==> src/rtl/fma_sum_normalizer_pkg.sv <==
// Shared widths and stage payload for the FMA sum normalizer and its neighbours.
package fma_sum_normalizer_pkg;

   localparam int SIG_WIDTH = 23;
   localparam int EXP_WIDTH = 10;
   localparam int W         = 3 * (SIG_WIDTH + 1) + 7;
   localparam int LZC_WIDTH = $clog2(W + 2);

   typedef struct packed {
      logic [W:0]           mag;
      logic [EXP_WIDTH-1:0] exp;
      logic [LZC_WIDTH-1:0] lzc;
      logic                 sign_flip;
      logic                 zero;
   } stage_t;

endpackage

==> src/rtl/fma_sum_normalizer_if.sv <==
// Adder-side input and rounder-side output handshakes of the sum normalizer.
interface fma_sum_normalizer_if;
   import fma_sum_normalizer_pkg::*;

   logic                 in_valid;
   logic                 in_ready;
   logic [W-1:0]         in_sum;
   logic                 in_cout;
   logic                 in_eff_sub;
   logic [EXP_WIDTH-1:0] in_exp;

   logic                 out_valid;
   logic                 out_ready;
   logic [SIG_WIDTH:0]   out_mant;
   logic                 out_guard;
   logic                 out_sticky;
   logic [EXP_WIDTH-1:0] out_exp;
   logic                 out_sign_flip;
   logic                 out_zero;

   modport master (
      output in_valid, in_sum, in_cout, in_eff_sub, in_exp, out_ready,
      input  in_ready, out_valid, out_mant, out_guard, out_sticky,
             out_exp, out_sign_flip, out_zero
   );

   modport slave (
      input  in_valid, in_sum, in_cout, in_eff_sub, in_exp, out_ready,
      output in_ready, out_valid, out_mant, out_guard, out_sticky,
             out_exp, out_sign_flip, out_zero
   );

endinterface

==> src/rtl/fma_sum_normalizer_lzc_tree.sv <==
// Combinational two-level leading-zero counter: per-byte counts, then first non-zero byte.
module fma_sum_normalizer_lzc_tree #(
   parameter int N  = 80,
   parameter int CW = 7
) (
   input  logic [N-1:0]  i_vec,
   output logic [CW-1:0] o_lzc
);

   localparam int G  = 8;
   localparam int NG = (N + G - 1) / G;
   localparam int PW = NG * G;

   logic [PW-1:0] w_pad;
   logic [G-1:0]  w_grp;
   logic [NG-1:0] w_nz;
   logic [CW-1:0] w_cnt [NG];

   // Low padding is all ones so an all-zero input still counts to exactly N.
   always_comb begin
      w_pad = '1;
      w_pad[PW-1 -: N] = i_vec;
      w_grp = '0;
      w_nz  = '0;
      for (int g = 0; g < NG; g++) begin
         w_grp    = w_pad[PW-1-g*G -: G];
         w_nz[g]  = |w_grp;
         w_cnt[g] = '0;
         for (int b = 0; b < G; b++) begin
            if (w_grp[b]) w_cnt[g] = CW'(G - 1 - b);
         end
      end
   end

   always_comb begin
      o_lzc = CW'(N);
      for (int g = NG - 1; g >= 0; g--) begin
         if (w_nz[g]) o_lzc = CW'(g * G) + w_cnt[g];
      end
   end

endmodule

==> src/rtl/fma_sum_normalizer.sv <==
// Three-stage magnitude / leading-zero count / left-normalize pipeline after the FMA adder.
// FMA_NORM_STICKY_EN: when defined, out_sticky is the OR of all bits below guard; otherwise 0.
module fma_sum_normalizer
   import fma_sum_normalizer_pkg::*;
(
   input logic                 clk,
   input logic                 rst_n,
   fma_sum_normalizer_if.slave bus
);

   logic   r_v1, r_v2, r_v3;
   stage_t r_s1, r_s2;
   stage_t w_s1_d, w_s2_d;

   logic [SIG_WIDTH:0]   r_mant;
   logic                 r_guard, r_sticky, r_sign_flip, r_zero;
   logic [EXP_WIDTH-1:0] r_exp;

   logic w_ld1, w_ld2, w_ld3;

   // A stage loads when empty or when the stage after it is loading this cycle.
   assign w_ld3        = !r_v3 || bus.out_ready;
   assign w_ld2        = !r_v2 || w_ld3;
   assign w_ld1        = !r_v1 || w_ld2;
   assign bus.in_ready = w_ld1;

   always_comb begin
      w_s1_d           = '0;
      w_s1_d.exp       = bus.in_exp;
      w_s1_d.sign_flip = bus.in_eff_sub && !bus.in_cout;
      if (!bus.in_eff_sub)
         w_s1_d.mag = {bus.in_cout, bus.in_sum};
      else if (bus.in_cout)
         w_s1_d.mag = {1'b0, bus.in_sum};
      else
         w_s1_d.mag = {1'b0, ~bus.in_sum + W'(1)};
   end

   logic [LZC_WIDTH-1:0] w_lzc;

   fma_sum_normalizer_lzc_tree #(
      .N  (W + 1),
      .CW (LZC_WIDTH)
   ) u_lzc (
      .i_vec (r_s1.mag),
      .o_lzc (w_lzc)
   );

   always_comb begin
      w_s2_d      = r_s1;
      w_s2_d.lzc  = w_lzc;
      w_s2_d.zero = (w_lzc == LZC_WIDTH'(W + 1));
   end

   logic [SIG_WIDTH:0]   w_mant;
   logic                 w_guard, w_sticky;
   logic [EXP_WIDTH-1:0] w_exp;

`ifdef FMA_NORM_STICKY_EN
   logic [W:0] w_sh;
   assign w_sh     = r_s2.mag << r_s2.lzc;
   assign w_mant   = w_sh[W -: SIG_WIDTH+1];
   assign w_guard  = w_sh[W-SIG_WIDTH-1];
   assign w_sticky = |w_sh[W-SIG_WIDTH-2:0];
`else
   typedef logic [SIG_WIDTH+1:0] top_t;
   top_t w_sh_top;
   assign w_sh_top = top_t'((r_s2.mag << r_s2.lzc) >> (W - SIG_WIDTH - 1));
   assign w_mant   = w_sh_top[SIG_WIDTH+1:1];
   assign w_guard  = w_sh_top[0];
   assign w_sticky = 1'b0;
`endif

   assign w_exp = r_s2.zero ? '0 : r_s2.exp - EXP_WIDTH'(r_s2.lzc);

   always_ff @(posedge clk or negedge rst_n) begin
      if (!rst_n) begin
         r_v1 <= 1'b0;
         r_s1 <= '0;
      end else if (w_ld1) begin
         r_v1 <= bus.in_valid;
         if (bus.in_valid) r_s1 <= w_s1_d;
      end
   end

   always_ff @(posedge clk or negedge rst_n) begin
      if (!rst_n) begin
         r_v2 <= 1'b0;
         r_s2 <= '0;
      end else if (w_ld2) begin
         r_v2 <= r_v1;
         if (r_v1) r_s2 <= w_s2_d;
      end
   end

   always_ff @(posedge clk or negedge rst_n) begin
      if (!rst_n) begin
         r_v3        <= 1'b0;
         r_mant      <= '0;
         r_guard     <= 1'b0;
         r_sticky    <= 1'b0;
         r_exp       <= '0;
         r_sign_flip <= 1'b0;
         r_zero      <= 1'b0;
      end else if (w_ld3) begin
         r_v3 <= r_v2;
         if (r_v2) begin
            r_mant      <= w_mant;
            r_guard     <= w_guard;
            r_sticky    <= w_sticky;
            r_exp       <= w_exp;
            r_sign_flip <= r_s2.sign_flip;
            r_zero      <= r_s2.zero;
         end
      end
   end

   assign bus.out_valid     = r_v3;
   assign bus.out_mant      = r_mant;
   assign bus.out_guard     = r_guard;
   assign bus.out_sticky    = r_sticky;
   assign bus.out_exp       = r_exp;
   assign bus.out_sign_flip = r_sign_flip;
   assign bus.out_zero      = r_zero;

endmodule
==> src/flat_wrapper.sv <==
// flat-port wrapper written by rule: the top's interface ports become plain ports
module fma_sum_normalizer_flat import fma_sum_normalizer_pkg::*;
  (clk, rst_n, bus_in_valid, bus_in_sum, bus_in_cout, bus_in_eff_sub, bus_in_exp, bus_out_ready, bus_in_ready, bus_out_valid, bus_out_mant, bus_out_guard, bus_out_sticky, bus_out_exp, bus_out_sign_flip, bus_out_zero);
  fma_sum_normalizer_if bus_i ();
  input logic clk;
  input logic rst_n;
  input wire logic [$bits(bus_i.in_valid)-1:0] bus_in_valid;
  input wire logic [$bits(bus_i.in_sum)-1:0] bus_in_sum;
  input wire logic [$bits(bus_i.in_cout)-1:0] bus_in_cout;
  input wire logic [$bits(bus_i.in_eff_sub)-1:0] bus_in_eff_sub;
  input wire logic [$bits(bus_i.in_exp)-1:0] bus_in_exp;
  input wire logic [$bits(bus_i.out_ready)-1:0] bus_out_ready;
  output wire logic [$bits(bus_i.in_ready)-1:0] bus_in_ready;
  output wire logic [$bits(bus_i.out_valid)-1:0] bus_out_valid;
  output wire logic [$bits(bus_i.out_mant)-1:0] bus_out_mant;
  output wire logic [$bits(bus_i.out_guard)-1:0] bus_out_guard;
  output wire logic [$bits(bus_i.out_sticky)-1:0] bus_out_sticky;
  output wire logic [$bits(bus_i.out_exp)-1:0] bus_out_exp;
  output wire logic [$bits(bus_i.out_sign_flip)-1:0] bus_out_sign_flip;
  output wire logic [$bits(bus_i.out_zero)-1:0] bus_out_zero;
  assign bus_i.in_valid = bus_in_valid;
  assign bus_i.in_sum = bus_in_sum;
  assign bus_i.in_cout = bus_in_cout;
  assign bus_i.in_eff_sub = bus_in_eff_sub;
  assign bus_i.in_exp = bus_in_exp;
  assign bus_i.out_ready = bus_out_ready;
  assign bus_in_ready = bus_i.in_ready;
  assign bus_out_valid = bus_i.out_valid;
  assign bus_out_mant = bus_i.out_mant;
  assign bus_out_guard = bus_i.out_guard;
  assign bus_out_sticky = bus_i.out_sticky;
  assign bus_out_exp = bus_i.out_exp;
  assign bus_out_sign_flip = bus_i.out_sign_flip;
  assign bus_out_zero = bus_i.out_zero;
  fma_sum_normalizer u_core (.clk(clk), .rst_n(rst_n), .bus(bus_i));
endmodule
==> config.mk <==
export PLATFORM = sky130hd
export DESIGN_NAME = fma_sum_normalizer_flat
export DESIGN_NICKNAME = d
export VERILOG_FILES = /design/src/rtl/fma_sum_normalizer_pkg.sv /design/src/rtl/fma_sum_normalizer_if.sv /design/src/rtl/fma_sum_normalizer_lzc_tree.sv /design/src/rtl/fma_sum_normalizer.sv /design/src/flat_wrapper.sv
export SDC_FILE = /design/constraint.sdc
export NUM_CORES = 1
export LEC_CHECK = 0
export ABC_CLOCK_PERIOD_IN_PS = 3100
export CELL_PAD_IN_SITES_DETAIL_PLACEMENT = 1
export CELL_PAD_IN_SITES_GLOBAL_PLACEMENT = 1
export CORE_MARGIN = 10
export CORE_UTILIZATION = 41
export CTS_CLUSTER_SIZE = 25
export DETAILED_ROUTE_END_ITERATION = 6
export PLACE_DENSITY = 0.75
export SLEW_MARGIN = 30
export SYNTH_ARGS = -nofsm -noshare
export SYNTH_HDL_FRONTEND = slang
export SYNTH_SLANG_ARGS = --single-unit
==> constraint.sdc <==
create_clock -name clk -period 3.1 [get_ports clk]
set_input_delay 0.93 -clock clk [delete_from_list [all_inputs] [get_ports clk]]
set_output_delay 0.93 -clock clk [all_outputs]
set_load 0.005 [all_outputs]
Word level (Yosys, flattened, before mapping)
Index checks and enable logic that the tools add are counted.
{ "op_classes": {"n_reduce_logical": 21, "order_cmp": 0, "multipliers": 0, "n_eq_ne": 1, "n_bitwise": 1, "n_mux": 93, "addsub": 11, "n_div": 0, "n_shift": 1} }
{ "ops": {"columns": ["operator", "count"], "rows": [
  ["7-bit 2-to-1 mux", 80],
  ["80-bit 2-to-1 mux", 1],
  ["8-bit OR reduction", 10],
  ["80-bit by 7-bit << shifter with 80-bit output", 1],
  ["79-bit by 1-bit adder with 79-bit output, second input constant", 1],
  ["79-bit 2-to-1 mux", 1],
  ["79-bit NOT", 1],
  ["3-bit 2-to-1 mux", 10],
  ["6-bit by 7-bit adder with 7-bit output, first input constant", 4],
  ["5-bit by 7-bit adder with 7-bit output, first input constant", 2],
  ["7-bit adder, first input constant", 2],
  ["10-bit 2-to-1 mux", 1],
  ["10-bit by 7-bit subtractor with 10-bit output", 1],
  ["4-bit by 7-bit adder with 7-bit output, first input constant", 1],
  ["7-bit equality test, second input constant", 1],
  ["2-bit AND reduction", 3],
  ["1-bit logical NOT", 4],
  ["1-bit logical OR", 3],
  ["1-bit logical AND", 1]
]} }
{ "word_totals": {"mem_bits_ro": 0, "reg_bits": 230, "latch_bits": 0, "input_bits": 95, "elab_cells": 144, "ramBits": 0, "mem_count": 0, "output_inout_bits": 40} }

Depth between registers and ports, before layout
Gate-level depths: netlist of the first run.
{ "depth": {"depth_word": 20, "ltp_mapped": 12, "mapped_depth_nobuf": 11} }

Cells and area by module
From an unflattened synthesis of the first run, not the netlist that was laid out.
{ "hier_totals": {"hier_cells": 1769, "hier_area_um2": 15957.8} }
{ "by_module_without_submodules": {"columns": ["module", "n_inst", "area_each_um2", "seq_area_each_um2", "cells_per_inst"], "rows": [
  ["fma_sum_normalizer", 1, 14966.9, 5755.5, 1599],
  ["fma_sum_normalizer_lzc_tree", 1, 991.0, 0.0, 170]
]} }

Least setup slack after synthesis of the first run
OpenSTA, ideal clock, no wires.
{ "synth_timing": {"path_type": "in2reg", "startpoint": "input port bus_in_sum[50]", "endpoint": "register u_core.r_s1[84] (netlist name)", "setup_ps": 130, "path_slack_ps": -194, "n_path_buf": 0, "required_ps": 2970, "arrival_ps": 3164, "stages": 7, "path_cell_list": "or4_4 or4b_4 or3_1 or3_4 o41ai_2 xor2_1 o21ai_1"} }
{ "synth_between": {"elab_chain_len": 4} }
{ "synth_lines": {"columns": ["item", "line_no", "text"], "rows": [
  ["from (decl)", "flat_wrapper.sv:8", "input wire logic [$bits(bus_i.in_sum)-1:0] bus_in_sum;"],
  ["79-bit NOT", "fma_sum_normalizer.sv:36", "w_s1_d.mag = {1'b0, ~bus.in_sum + W'(1)};"],
  ["79-bit by 1-bit adder with 79-bit output", "fma_sum_normalizer.sv:36", null],
  ["79-bit 2-to-1 mux", "fma_sum_normalizer.sv:33", "else if (bus.in_cout)"],
  ["80-bit 2-to-1 mux", "fma_sum_normalizer.sv:31", "if (!bus.in_eff_sub)"],
  ["to (signal assigned)", "fma_sum_normalizer.sv:82", "if (bus.in_valid) r_s1 <= w_s1_d;"],
  ["to (decl)", "fma_sum_normalizer.sv:12", "stage_t r_s1, r_s2;"]
]} }
No other way between the ends.
A chain may end at the register's enable or synchronous reset.

Worst setup path in the final report of the first run
{ "layout_timing": {"startpoint": "input port bus_in_sum[49]", "endpoint": "register u_core.r_s1[90] (netlist name)"} }
The elaborated chain is that of the path after synthesis.

==> results of run 1 <==
timing repair:
action / 4_1_cts / 5_1_grt
buffers inserted: 3 / 3
pin swaps: 11 / 8
gates resized for setup: 27 / 17
setup endpoints to repair: 7 / 17
power breakdown:
group	leakage (nW)	internal (mW)	switching, mW
Clock	0.442	1.92	1.35
Sequential	2.85	3.70	0.909
Combinational	5.52	3.00	3.62
Total	8.81	8.62	5.87
worst reg2reg max path, cell delays in order (launching register included):
cell and delay [ns]:
dfrtp_4 0.62, buf_12 0.29, mux4_2 0.60, nand2_1 0.10, a21oi_1 0.07, a2111oi_0 0.59
buf_4 0.24, o21ai_0 0.07, a221o_1 0.26
cells in the final DEF (no fill, tap or decap), types with 9 or more instances in the layout:
cell,instances
nand4_1,11
nor4_1,27
nor2_1,149
a211oi_1,24
a21oi_1,98
mux2_2,45
nor3_1,44
o21ai_0,144
o211ai_1,19
nand3_1,29
nand2_1,517
nand2b_1,10
o22ai_1,9
inv_1,31
a31oi_1,29
clkdlybuf4s50_1,116
clkbuf_16,27
xnor2_1,56
and2_1,15
buf_4,191
mux2i_1,83
buf_12,12
and3_1,16
o31ai_1,19
xor2_1,23
or3_1,10
mux4_2,71
a22oi_1,10
dfrtp_1,227
flip-flops by register name, indices dropped and copies added (netlist names):
| name | count |
|---|---|
| u_core.bus.out_exp | 10 |
| u_core.bus.out_guard | 1 |
| u_core.bus.out_mant | 24 |
| u_core.bus.out_sign_flip | 1 |
| u_core.bus.out_valid | 1 |
| u_core.bus.out_zero | 1 |
| u_core.r_s1 | 91 |
| u_core.r_s2 | 99 |
| u_core.r_v1 | 1 |
| u_core.r_v2 | 1 |
final timing paths:
kind	to	start	slack, ns	depth (start not counted)
max in group asynchronous	u_core.r_s2[84]	rst_n	2.24	2
min in group clk	u_core.r_s2[10]	u_core.r_s1[10]	0.47	2
hold / removal	u_core.r_s2[19]	rst_n	0.19	1
hold reg to reg	u_core.r_s2[10]	u_core.r_s1[10]	0.47	2
setup / recovery	u_core.r_s1[90]	bus_in_sum[49]	0.08	9
setup reg to reg	u_core.bus.out_mant[18]	u_core.r_s2[2]	0.15	8
cell families after synthesis:
family | after synthesis | share of synthesized area [%]
buffers and inverters | 160 | 3.788
AO/OA/AOI/OAI | 433 | 16.27
AND/OR/NAND/NOR | 874 | 22.61
XOR/XNOR | 79 | 4.173
multiplexers | 199 | 17.71
flip-flops | 230 | 34.71
adder cells (fa/ha/maj) | 9 | 0.7244
other | 1 | 0.02261
layer usage:
metal	track usage [%]	up-vias
li1	-	7612
met1	33.03	8115
met2	41.23	474
met3	3.335	134
met4	9.819	0
met5	0	-
stage by stage:
| step | total power [mW] | setup WS [ns] |
|---|---|---|
| after global routing | 15.28 | -0.01384 |
| final | 14.50 | 0.07898 |
| after CTS | 14.46 | -0.02294 |
| after global placement | 10.94 | -0.6795 |
| after floorplan | 8.283 | -0.1943 |
| after detailed placement | 11.13 | -0.7751 |
cell type report:
cell class / instances / area (um^2)
tap: 525 / 656.9
inverter: 34 / 131.4
clock inverter: 12 / 125.1
multi-input combinational: 1595 / 10300
clock buffer: 36 / 779.5
sequential: 230 / 5764
fill: 4757 / 19010
timing repair buffer: 338 / 3054
==> flow_summary.ini, run 1 <==
[clock_tree]
clkSinkCount = 230
clk_latency_ns = 0.56
cts.reportedPaths.clkPinSlew_ns = 0.06
clockBufferDepth = 3
numCtsBuffers = 27
holdBufCountCts = 0
htree_levels = 1
cts_root_buf = clkbuf_16
cts_tree = done

[synth]
yosys.cell_types.count = 73
synthesis.nets = 2089
synthCells = 1985
post-synth-top-count-cell = nand2_1
yosysWarnings = 0
synth_edf_count = 0
dominantRegCellSynth = dfrtp_1
async_flop_share_pct = 100.0
seq_area_frac_synth_pct = 34.71
syn_area_per_cell_um2 = 8.354
synthTopCellsByCount = nand2_1 (519), dfrtp_1 (230), nor2_1 (149)
synth_top_area_cell = dfrtp_1
synth.area.top_cells = dfrtp_1 (35%), nand2_1 (12%), mux4_2 (9.6%)
synth_top_area_share_pct = 34.71
syn_area_mm2 = 0.01658
ys_ff_latch = 230

[worst_setup_path]
cp-end-kind = register
crit_chain = buf_6 > or4_4 > or4b_4 > or3_4 > or3_4 > buf_4 > o41ai_4 > xor2_1 > o21ai_1
cp-start-kind = input port
crit_path_frequent_cell = or3_4
crit_fanout = 4
slowest_stage = or4b_4
arrival_ns = 3.47
criticalPathCategory = in2reg
crit_buf_inv = 2
max_stage_delay_ns = 0.55
worstPathRequired_ns = 3.55
cp_top_family = simple AND/OR/NAND/NOR gates

[global_routing]
grt_antenna_before_repair = 0
grt_usage_pct = 25.15
grt_max_degree = 98
grt_pass1_vias = 17150
grt_pass1_wl_um = 100900
overflow = 0

[routing]
postRouteAntennaNets = 0
drtIter0Drc = 1102
finalWirelength_um = 64070
drc = 0
vias_per_cell = 5.897
highest_layer = met4
dr.pass1.iters = 5
vias = 16335
route.met3.wl_um = 3067
wl_met2_um = 30110
wl_per_cell_um = 23.13
drt-met1-wl_um = 28440

[timing]
tightest_slew_ns = 0.7941
fin_crit_ns = 3.021
finalSetupTns_ns = 0
slew_violations = 0
rsz0062_at_grt = true
post-route-period-util_pct = 97.45
fin_worst_skew_ns = 0.01131
finalHoldViolations = 0
timing.hold.ws_ns = 0.1947
fmax_ghz = 0.3310
max_slew_margin_pct = 47.06
finalSetupViolations = 0

[worst_hold_path]
hold_class = in2async

[die]
row_count = 73
die_area_mm2 = 0.04889
die_h_um = 221.1
initial_core_util_pct = 41.64
ioPinCount = 135
die_width_um = 221.1
coreArea_mm2 = 0.03982

[power_and_ir_drop]
ir_drop_v = 0.0004307
leakage_nw = 8.813
power-per-cell-area_mw_per_mm2 = 696.5

[finish]
fin_area_mm2 = 0.02081
drive_gt1_share_pct = 18.04
utilization_pct = 52.26
syn_to_final_growth_pct = 25.51
fin_nets = 2330
instances_no_fill = 2770
diodes = 0

[status]
run_status = finished, final reports clean

[run]
maxCapViolCount = 0

[placed_design]
place_area_mm2 = 0.01975
gp_congestion = 0.9395
io_buffers = 133
dp_hpwl_um = 49550
post-place-cells = 2716
Power figures use the tool's default switching activity.
==> run 2: changes to the inputs <==
Settings changed: CTS_CLUSTER_SIZE 25 to unset, PLACE_DENSITY 0.75 to 0.77.
==> flow_summary.ini, run 2 (synthesized netlist as in run 1, its figures left out) <==
[timing]
post-route-period-util_pct = 97.37
max_slew_margin_pct = 45.13
fin_worst_skew_ns = 0.02610
finalHoldViolations = 0
finalSetupTns_ns = 0
rsz0062_at_grt = false
slew_violations = 0
fmax_ghz = 0.3313
fin_crit_ns = 3.019
tightest_slew_ns = 0.8230
finalSetupViolations = 0

[clock_tree]
clockBufferDepth = 3
clk_latency_ns = 0.56
cts.reportedPaths.clkPinSlew_ns = 0.06
cts_root_buf = clkbuf_16
numCtsBuffers = 26
htree_levels = 1
clkSinkCount = 230
holdBufCountCts = 0
cts_tree = done

[routing]
drtIter0Drc = 1190
highest_layer = met4
postRouteAntennaNets = 0
dr.pass1.iters = 5
vias_per_cell = 5.959
drt-met1-wl_um = 28420
finalWirelength_um = 65290
drc = 0
route.met3.wl_um = 2840
wl_per_cell_um = 23.42
wl_met2_um = 31550
vias = 16613

[worst_setup_path]
startpoint = bus_in_sum[49]
cp-end-kind = register
arrival_ns = 3.46
worstPathRequired_ns = 3.54
cp-start-kind = input port
r2r_start = u_core.r_s2[2]
criticalPathCategory = in2reg
crit_fanout = 4

[finish]
syn_to_final_growth_pct = 26.27
diodes = 0
fin_nets = 2349
final_cell_mix = nand2_1 (517), dfrtp_1 (227), buf_4 (211), nor2_1 (149), o21ai_0 (142)
instances_no_fill = 2788
drive_gt1_share_pct = 18.52
regMostFlops = u_core.r_s2
final_common_cell = nand2_1
largest_register_ffs = 99
utilization_pct = 52.58

[status]
run_status = finished, final reports clean

[global_routing]
grt_pass1_wl_um = 102600
grt_max_degree = 98
overflow = 0
grt_pass1_vias = 17705
grt_antenna_before_repair = 0
grt_usage_pct = 25.58

[die]
die_h_um = 221.1
coreArea_mm2 = 0.03982
die_width_um = 221.1
initial_core_util_pct = 41.64
ioPinCount = 135
die_area_mm2 = 0.04889
row_count = 73

[power_and_ir_drop]
finalPower_mw = 14.63
power_frac_seq_pct = 31.3
sw_frac_of_total_pct = 40.08
p_clk_share_pct = 22.6
leakage_nw = 8.896
p_int_mw = 8.763
power-per-cell-area_mw_per_mm2 = 698.5
p_comb_share_pct = 46.1
p_switching_mw = 5.862
ir_drop_v = 0.0004286

[run]
maxCapViolCount = 0

[placed_design]
dp_hpwl_um = 50150
gp_congestion = 0.9739
io_buffers = 133
post-place-cells = 2729

[worst_hold_path]
hold_class = in2async
run 2: power by group through the flow:
stage | combinational [mW] | clock, mW | sequential [mW]
5_1_grt | 7.25 | 3.48 | 4.68
6_report | 6.74 | 3.31 | 4.58
4_1_cts | 6.66 | 3.36 | 4.57
3_3_place_gp | 6.43 | 0 | 4.54
2_1_floorplan | 4.02 | 0 | 4.26
3_5_place_dp | 6.60 | 0 | 4.61
run 2: worst paths after layout:
kind                                            to  slack [ns]  cells past startpoint
min in group clk             u_core.bus.out_exp[1]        0.46                      2
hold reg to reg              u_core.bus.out_exp[1]        0.46                      2
max in group asynchronous          u_core.r_s2[87]        2.02                      2
setup reg to reg            u_core.bus.out_mant[9]        0.16                     10
setup / recovery                   u_core.r_s1[84]        0.08                      8
hold / removal             u_core.bus.out_mant[12]        0.37                      1
run 2: layout make-up:
type                    count  area (um^2)
fillers                  4716        18890
multi-input cells        1595        10290
flip-flops and latches    230         5764
repair buffers            358         3187
clock buffers              38        755.7
well taps                 525        656.9
clock inverters             8        155.1
inverters                  34        127.6
run 2: layer usage:
| metal | track usage [%] | vias to the layer above |
|---|---|---|
| met5 | 0 | - |
| met4 | 9.445 | 0 |
| met3 | 2.755 | 143 |
| met2 | 43.51 | 480 |
| met1 | 32.88 | 8334 |
| li1 | - | 7656 |
run 2: worst max-delay path, stage by stage:
cell and delay [ns]:
buf_2 0.10, or4_4 0.53, or4b_4 0.53, or3_4 0.40
or3_4 0.42, o41ai_4 0.24, xor2_1 0.21, o21ai_1 0.09
run 2: metrics by stage:
| step | area [um^2] | worst slack (ns) | hold WS, ns |
|---|---|---|---|
| 2_1_floorplan | 16580 | -0.1943 | 0.4386 |
| 3_3_place_gp | 19860 | -0.6914 | 0.4574 |
| 3_5_place_dp | 19860 | -0.7177 | 0.4575 |
| 4_1_cts | 20880 | -0.01523 | 0.3924 |
| 5_1_grt | 20940 | 0.03068 | 0.4158 |
| 6_report | 20940 | 0.08139 | 0.3707 |
run 2: repair_timing:
item | in CTS | in global routing
pin swaps | 10 | 5
setup endpoints to repair | 7 | 18
buffers inserted | 12 | 1
resized for setup | 27 | 14
==> run 3: changes to the inputs <==
Settings changed: PLACE_DENSITY 0.77 to 0.76, SYNTH_HIERARCHICAL set to 1.
==> flow_summary.ini, run 3 <==
[status]
run_status = finished, final reports clean

[worst_setup_path]
crit_buf_inv = 3
worstPathRequired_ns = 3.53
max_stage_delay_ns = 0.59
crit_fanout = 8
arrival_ns = 3.51
cp_top_family = simple AND/OR/NAND/NOR gates
cp-start-kind = input port
criticalPathCategory = in2reg
crit_chain = clkdlybuf4s50_1 > nor4_2 > buf_4 > and4bb_1 > nand2_1 > or4_4 > buf_6 > o41ai_4 > xor2_1 > o21ai_1
slowest_stage = or4_4
cp-end-kind = register

[placed_design]
io_buffers = 133
dp_hpwl_um = 46050
gp_congestion = 0.9765
place_area_mm2 = 0.01931
post-place-cells = 2519

[clock_tree]
cts_root_buf = clkbuf_16
clockBufferDepth = 3
htree_levels = 1
cts_tree = done
holdBufCountCts = 0
clk_latency_ns = 0.55
cts.reportedPaths.clkPinSlew_ns = 0.06
numCtsBuffers = 26
clkSinkCount = 230

[timing]
finalSetupViolations = 0
timing.hold.ws_ns = 0.3053
fmax_ghz = 0.3244
post-route-period-util_pct = 99.44
tightest_slew_ns = 0.8147
finalHoldViolations = 0
fin_crit_ns = 3.083
slew_violations = 0
fin_worst_skew_ns = 0.01061
max_slew_margin_pct = 44.13
rsz0062_at_grt = true

[finish]
fin_nets = 2146
diodes = 0
regMostFlops = u_core/r_s2
utilization_pct = 52.75
nFillCells = 4467
largest_register_ffs = 99
final_cell_mix = dfrtp_1 (226), nand2_1 (222), buf_4 (211), mux2_2 (166), o21ai_0 (148)
fin_area_mm2 = 0.02034
final_common_cell = dfrtp_1
instances_no_fill = 2577
drive_gt1_share_pct = 24.62
syn_to_final_growth_pct = 27.46

[synth]
synthTopCellsByCount = dfrtp_1 (230), nand2_1 (225), mux2_2 (166)
dominantRegCellSynth = dfrtp_1
async_flop_share_pct = 100.0
synth_top_area_cell = dfrtp_1
syn_area_mm2 = 0.01596
yosysWarnings = 6
synth_edf_count = 0
synthesis.nets = 1873
yosys.cell_types.count = 88
seq_area_frac_synth_pct = 36.07
syn_area_per_cell_um2 = 9.021
synth.area.top_cells = dfrtp_1 (36%), mux2_2 (12%), mux2i_1 (7.0%)
synthCells = 1769
synth_top_area_share_pct = 36.07
ys_ff_latch = 230
post-synth-top-count-cell = dfrtp_1

[routing]
finalWirelength_um = 60390
dr.pass1.iters = 5
drtIter0Drc = 880
vias_per_cell = 5.834
drc = 0
vias = 15034
wl_per_cell_um = 23.43
postRouteAntennaNets = 0

[global_routing]
overflow = 0
grt_usage_pct = 24.75
grt_pass1_vias = 16111
grt_max_degree = 107
grt_pass1_wl_um = 93890
grt_antenna_before_repair = 0

[power_and_ir_drop]
power-per-cell-area_mw_per_mm2 = 743.8
ir_drop_v = 0.0004111
leakage_nw = 8.572

[die]
die_width_um = 217.3
initial_core_util_pct = 41.39
row_count = 72
die_h_um = 217.3
die_area_mm2 = 0.04721
ioPinCount = 135
coreArea_mm2 = 0.03856

[run]
maxCapViolCount = 0

[worst_hold_path]
hold_class = in2async
[run 3: power by group]
| group | switching (mW) | internal (mW) | leakage, nW |
|---|---|---|---|
| Sequential | 0.892 | 3.78 | 2.81 |
| Clock | 1.25 | 1.76 | 0.407 |
| Combinational | 4.16 | 3.29 | 5.35 |
| Total | 6.30 | 8.83 | 8.57 |
[run 3: logic make-up (layout without fill, tap and decap cells)]
family                   Yosys count  count (layout)  share of synthesized area [%]
XOR/XNOR                          83              83                          4.555
multiplexers                     291             291                          20.65
AND/OR/NAND/NOR                  576             576                          17.08
other                              1               1                        0.02350
adder cells (fa/ha/maj)            9               9                         0.7527
buffers and inverters            149             439                          3.599
flip-flops                       230             230                          36.07
AO/OA/AOI/OAI                    430             430                          17.27
[run 3: final cells by class]
| type | count | area [um^2] | area share [%] |
|---|---|---|---|
| multi-input combinational | 1390 | 9771 | 48.04 |
| clock inverter | 8 | 71.32 | 0.3506 |
| timing repair buffer | 359 | 3199 | 15.73 |
| sequential | 230 | 5766 | 28.35 |
| inverter | 35 | 131.4 | 0.6459 |
| clock buffer | 37 | 753.2 | 3.703 |
| tap | 518 | 648.1 | 3.187 |
[run 3: per-stage QoR]
| stage | total power [mW] | worst slack, ns | TNS, ns |
|---|---|---|---|
| 2_1_floorplan | 8.763 | -0.1759 | -0.7205 |
| 3_3_place_gp | 11.70 | -0.6418 | -16.77 |
| 3_5_place_dp | 11.98 | -0.6862 | -20.75 |
| 4_1_cts | 15.10 | 0.007406 | 0 |
| 5_1_grt | 16.00 | -0.06241 | -0.1205 |
| 6_report | 15.13 | 0.01745 | 0 |
[run 3: worst reg2reg max path: cells and delay by family, from the launching register on]
kind	cells	cell delay [ns]
simple gates	3	0.69
compound gates	6	1.52
flops	1	0.45
buf+inv	1	0.15
[run 3: path summary, 6_finish.rpt]
| check | to | slack [ns] | depth (start not counted) | from |
|---|---|---|---|---|
| setup / recovery | u_core/r_s1[90] | 0.02 | 10 | bus_in_sum[14] |
| hold / removal | u_core/bus.out_mant[14] | 0.31 | 1 | rst_n |
| setup reg to reg | u_core/r_s2[0] | 0.18 | 10 | u_core/r_s1[56] |
| hold reg to reg | u_core/bus.out_exp[8] | 0.48 | 2 | u_core/bus.out_exp[8] |
| max in group asynchronous | u_core/r_s1[42] | 1.96 | 2 | rst_n |
| min in group clk | u_core/bus.out_exp[8] | 0.48 | 2 | u_core/bus.out_exp[8] |
[run 3: repair_timing]
action / 4_1_cts / 5_1_grt
endpoints found under the setup margin: 6 / 21
endpoints found under the hold margin: 0 / 0
resized for setup: 18 / 23
buffers inserted: 12 / 1
pin swaps: 10 / 5
[run 3: metal layers]
layer / GRT usage, % / vias to the layer above / routed length, um
li1: - / 7036 / -
met1: 31.97 / 7502 / 26900
met2: 41.29 / 384 / 28770
met3: 3.037 / 112 / 2375
met4: 10.11 / 0 / 2346
met5: 0 / - / 0
